[src/rtl/sap1_loader_pkg.sv]
// Shared types for the SAP-1 program RAM loader.
// Frame start byte and the loader state encoding.
package sap1_loader_pkg;

  localparam logic [7:0] HEADER = 8'hA5;

  typedef enum logic [2:0] {
    S_IDLE,
    S_LEN,
    S_DATA,
    S_WRITE,
    S_CHK,
    S_DONE
  } state_t;

endpackage

[src/rtl/sap1_ram_loader.sv]
// Framed byte-stream writer for the SAP-1 16x8 program RAM.
// Holds the CPU in clear while a frame loads, releases it on a good checksum.
module sap1_ram_loader #(
  parameter int         ADDR_W = 4,
  parameter int         DATA_W = 8,
  parameter logic [7:0] HEADER = sap1_loader_pkg::HEADER
) (
  input  logic              base_clock,
  input  logic              CLR_bar,
  input  logic [DATA_W-1:0] rx_data,
  input  logic              rx_valid,
  output logic              rx_ready,
  output logic [ADDR_W-1:0] ram_addr,
  output logic [DATA_W-1:0] ram_data,
  output logic              ram_we_bar,
  output logic              cpu_hold,
  output logic              load_done,
  output logic              load_err
);

  import sap1_loader_pkg::*;

  localparam int DEPTH = 1 << ADDR_W;

  state_t            state_q, state_d;
  logic [ADDR_W:0]   cnt_q, cnt_d;
  logic [ADDR_W-1:0] addr_q, addr_d;
  logic [DATA_W-1:0] data_q, data_d;
  logic [DATA_W-1:0] sum_q, sum_d;
  logic              hold_q, hold_d;
  logic              err_q, err_d;
  logic              take;
  logic              len_ok;
  logic [DATA_W-1:0] chk_sum;

  assign take    = rx_valid & rx_ready;
  assign len_ok  = (rx_data != '0) &&
                   (int'(rx_data) <= DEPTH);
  assign chk_sum = sum_q + rx_data;

  always_ff @(posedge base_clock or negedge CLR_bar) begin
    if (!CLR_bar) begin
      state_q <= S_IDLE;
      cnt_q   <= '0;
      addr_q  <= '0;
      data_q  <= '0;
      sum_q   <= '0;
      hold_q  <= 1'b0;
      err_q   <= 1'b0;
    end else begin
      state_q <= state_d;
      cnt_q   <= cnt_d;
      addr_q  <= addr_d;
      data_q  <= data_d;
      sum_q   <= sum_d;
      hold_q  <= hold_d;
      err_q   <= err_d;
    end
  end

  always_comb begin
    state_d = state_q;
    cnt_d   = cnt_q;
    addr_d  = addr_q;
    data_d  = data_q;
    sum_d   = sum_q;
    hold_d  = hold_q;
    err_d   = err_q;
    unique case (state_q)
      S_IDLE: begin
        if (take && rx_data == DATA_W'(HEADER)) begin
          state_d = S_LEN;
          hold_d  = 1'b1;
          err_d   = 1'b0;
          sum_d   = '0;
        end
      end
      S_LEN: begin
        if (take) begin
          if (len_ok) begin
            state_d = S_DATA;
            cnt_d   = rx_data[ADDR_W:0];
            addr_d  = '0;
          end else begin
            state_d = S_IDLE;
            err_d   = 1'b1;
          end
        end
      end
      S_DATA: begin
        if (take) begin
          state_d = S_WRITE;
          data_d  = rx_data;
          sum_d   = chk_sum;
        end
      end
      S_WRITE: begin
        cnt_d = cnt_q - (ADDR_W+1)'(1);
        // last byte keeps its address so a full frame ends at the top word
        if (cnt_q == (ADDR_W+1)'(1)) begin
          state_d = S_CHK;
        end else begin
          addr_d  = addr_q + ADDR_W'(1);
          state_d = S_DATA;
        end
      end
      S_CHK: begin
        if (take) begin
          if (chk_sum == '0) begin
            state_d = S_DONE;
          end else begin
            state_d = S_IDLE;
            err_d   = 1'b1;
          end
        end
      end
      S_DONE: begin
        hold_d  = 1'b0;
        state_d = S_IDLE;
      end
      default: state_d = S_IDLE;
    endcase
  end

  always_comb begin
    rx_ready = 1'b0;
    unique case (1'b1)
      (state_q == S_IDLE): rx_ready = CLR_bar;
      (state_q == S_LEN):  rx_ready = CLR_bar;
      (state_q == S_DATA): rx_ready = CLR_bar;
      (state_q == S_CHK):  rx_ready = CLR_bar;
      default:             rx_ready = 1'b0;
    endcase
  end

  assign ram_we_bar = (state_q != S_WRITE);
  assign load_done  = (state_q == S_DONE);
  assign ram_addr   = addr_q;
  assign ram_data   = data_q;
  assign cpu_hold   = hold_q;
  assign load_err   = err_q;

endmodule

[config.mk]
export PLATFORM = sky130hd
export DESIGN_NAME = sap1_ram_loader
export DESIGN_NICKNAME = d
export VERILOG_FILES = /design/src/rtl/sap1_loader_pkg.sv /design/src/rtl/sap1_ram_loader.sv
export SDC_FILE = /design/constraint.sdc
export NUM_CORES = 1
export LEC_CHECK = 0
export CORE_MARGIN = 1
export CORE_UTILIZATION = 54
export DETAILED_ROUTE_END_ITERATION = 6
export PLACE_DENSITY_LB_ADDON = 0.15
export SLEW_MARGIN = 10
export SYNTH_ARGS = -nofsm -noshare
export SYNTH_HDL_FRONTEND = slang
export SYNTH_SLANG_ARGS = --single-unit
[constraint.sdc]
create_clock -name base_clock -period 2.6 [get_ports base_clock]
set_input_delay 0.52 -clock base_clock [delete_from_list [all_inputs] [get_ports base_clock]]
set_output_delay 0.52 -clock base_clock [all_outputs]
set_load 0.01 [all_outputs]
==> impl_metrics.toml <==
[layout]
finalNetCount = 280
design_area_um2 = 2630
drive_gt1_share_pct = 27.0
antennaDiodeCount = 0
syn_to_final_growth_pct = 35.5

[timing]
fin_setup_tns_ps = 0
fin_crit_ps = 2530
drv_slew = 0
worst_slack_ps = 74.8
relSlewSlack_pct = 45.8
rsz0062_at_grt = "true"
worst_pin_slew_ps = 806
fmax_ghz = 0.396
finalSetupViolCount = 0
hold_viol_final = 0
clock_skew_ps = 9.93
post-route-period-util_pct = 97.1
hold-worst-slack_ps = 501

[power]
sequentialPowerShare_pct = 38.6
pwr-share-comb_pct = 43.4
switching_share_pct = 36.5
p_per_area_nw_per_um2 = 643
p_int_mw = 1.07
leakagePower_nw = 1.15
p_switching_uw = 618
peakVddDrop_mv = 0.406
power_frac_clock_pct = 18.1
p_total_mw = 1.69

[synth]
synth-edff-count = 0
synthCells = 197
synth_cell_types = 62
synth_area_per_cell_um2 = 9.86
ys_seq_area_share_pct = 38.7
ys_warn_count = 0
ys_async_sr_fraction_pct = 100
synth-seq-cells = 30
synthesis.nets = 219
syn_area_um2 = 1940
synth_ff_type = "dfrtp_1"

[drt]
drt-pass1-iter-count = 4
wl_um = 5160
ant_nets = 0
drcViolationCount = 0
viasPerCell = 6.04
wl_per_cell_um = 16.9
vias = 1842
drtIter0Drc = 133

[global_routing]
grt_pass1_wl_um = 8170
use_met3_pct = 6.63
grt.busiest_layer = "met2"
track_usage_pct = 30.0
antenna_found_initial = 0
grt_pass1_vias = 1739
grtUsageMet1_pct = 35.8
gr-total-overflow = 0
met2_usage_pct = 51.4
grt_max_degree = 31

[setup_path]
path_cells = "clkdlybuf4s15_1 > ha_2 > fa_2 > a211oi_4 > buf_4 > o21ba_4 > o221ai_4 > a2111oi_4 > nor4_2 > mux2_1"
crit_buf_inv = 2
critPathMaxFanout = 3
setup.worst_path.end_class = "flip-flop"
crit_slowest_cell = "fa_2"
arrival_ps = 2740
cp-startpoint = "rx_data[0]"
cp.required_ps = 2820
r2r-start = "sum_q[0]"
cp-start-kind = "input pin"
path_delay_family = "compound AO/OA/AOI/OAI gates"
setup.worst_path.class = "in -> reg"
cpPeakStageDelay_ps = 370

[cts]
htree_levels = 2
cts_tree = "done"
clk_pin_slew_ps = 100
clock_latency_ps = 340
cts_root_buffer = "clkbuf_4"
cts-buffers-inserted = 5
cts.sinks = 30
cts_buffer_depth = 2
hold_buffers = 0

[floorplan]
boundaryPins = 28
coreArea_um2 = 3390
start_util_pct = 57.3
rows = 21
die_w_um = 62.0
die_h_um = 62.0
die-area_um2 = 3840

[placement]
dp_hpwl_um = 3810
place_ws_ps = -628
routabilityCongestion = 0.921
placed_area_um2 = 2430
portBuffers = 27

[flow_run]
maxCapViolCount = 0

[hold_path]
hp-start = "ram_data[4]"
hold_path_class = "reg -> reg"

[run_status]
outcome = "completed"
==> repair_timing <==
| item | CTS | global route |
|---|---|---|
| gates cloned | 0 | 0 |
| buffers inserted | 6 | 1 |
| pin swaps | 5 | 7 |
| resized for setup | 7 | 10 |
| setup endpoints to repair | 2 | 1 |
==> worst paths after layout <==
path | to | slack [ps] | depth (start not counted)
max in group asynchronous | cpu_hold | 1560 | 2
min in group asynchronous | sum_q[5] | 740 | 2
hold / removal | ram_data[4] | 500 | 1
setup / recovery | load_err | 70 | 10
hold reg to reg | ram_data[4] | 500 | 1
setup reg to reg | load_err | 80 | 9
==> routing by layer <==
metal  vias to the layer above  wire length (um)
li1                        866                 -
met1                       899              2240
met2                        60              2550
met3                        17               207
met4                         0               161
met5                         -                 0
==> cells in the mapped netlist, drive strengths merged, types with 4 or more instances <==
library cell / count / area share [%]
a21oi: 8 / 2.1
a31oi: 4 / 1.3
buf: 4 / 1.3
dfrtp: 30 / 39
ha: 10 / 6.4
inv: 8 / 1.5
mux2: 12 / 7.0
nand2: 22 / 4.3
nand3: 5 / 1.5
nor2: 14 / 3.2
nor3: 4 / 1.0
nor4: 4 / 1.9
o21ai: 15 / 3.9
==> worst register-to-register path: cells and delay by family (launching register included) <==
family / cells / cell delay (ps)
AOI/OAI and AO/OA: 4 / 880
adders and majority gates: 2 / 560
DFF: 1 / 410
muxes: 1 / 330
buffers and inverters: 1 / 160
and+or+nand+nor: 1 / 70
==> cell families (layout without fill, tap and decap cells) <==
family	Yosys count	in the layout	share of synthesized area (%)
adder cells (fa/ha/maj)	11	11	7.47
AND/OR/NAND/NOR	70	70	19.8
multiplexers	12	12	6.96
buffers and inverters	14	76	3.22
flip-flops	30	30	38.7
AO/OA/AOI/OAI	57	57	22.6
XOR/XNOR	3	3	1.35
==> power groups by stage <==
stage | Combinational (mW) | Sequential, mW | Clock, mW
final | 0.734 | 0.652 | 0.306
after global routing | 0.794 | 0.668 | 0.334
after CTS | 0.683 | 0.650 | 0.313
after detailed placement | 0.623 | 0.658 | 0
after global placement | 0.590 | 0.648 | 0
after floorplan | 0.356 | 0.655 | 0
==> flip-flops by register name, summed over array words and instances (netlist names) <==
register  cells
load_err      1
cpu_hold      1
ram_addr      4
ram_data      8
state_q       3
cnt_q         5
sum_q         8
==> cell type report <==
cell class                      instances  area, um^2
Fill cell                             228         758
Tap cell                               46        57.6
Inverter                                8        30.0
Clock inverter                          2        12.5
Sequential cell                        30         751
Multi-Input combinational cell        153        1210
Clock buffer                            6        51.3
Timing Repair Buffer                   60         519
==> per-stage QoR <==
step,std cells,util [%]
finish,305,77.6
global route,305,77.6
CTS,304,75.6
detailed placement,290,71.8
global placement,290,71.8
floorplan,197,-
==> layout by cell type (no fill, tap or decap), drive strengths merged, types with 3 or more instances in the layout <==
cell type / n
inv: 8
a31oi: 4
buf: 33
and3: 3
nand2b: 3
o21ai: 15
dfrtp: 30
a211oi: 3
o21a: 3
a21oi: 8
clkbuf: 6
nand2: 22
mux2: 12
ha: 10
nor4: 4
nor2: 14
nor3: 4
clkdlybuf4s50: 24
nand3: 5
No activity file was read; power rests on OpenSTA's default activity.
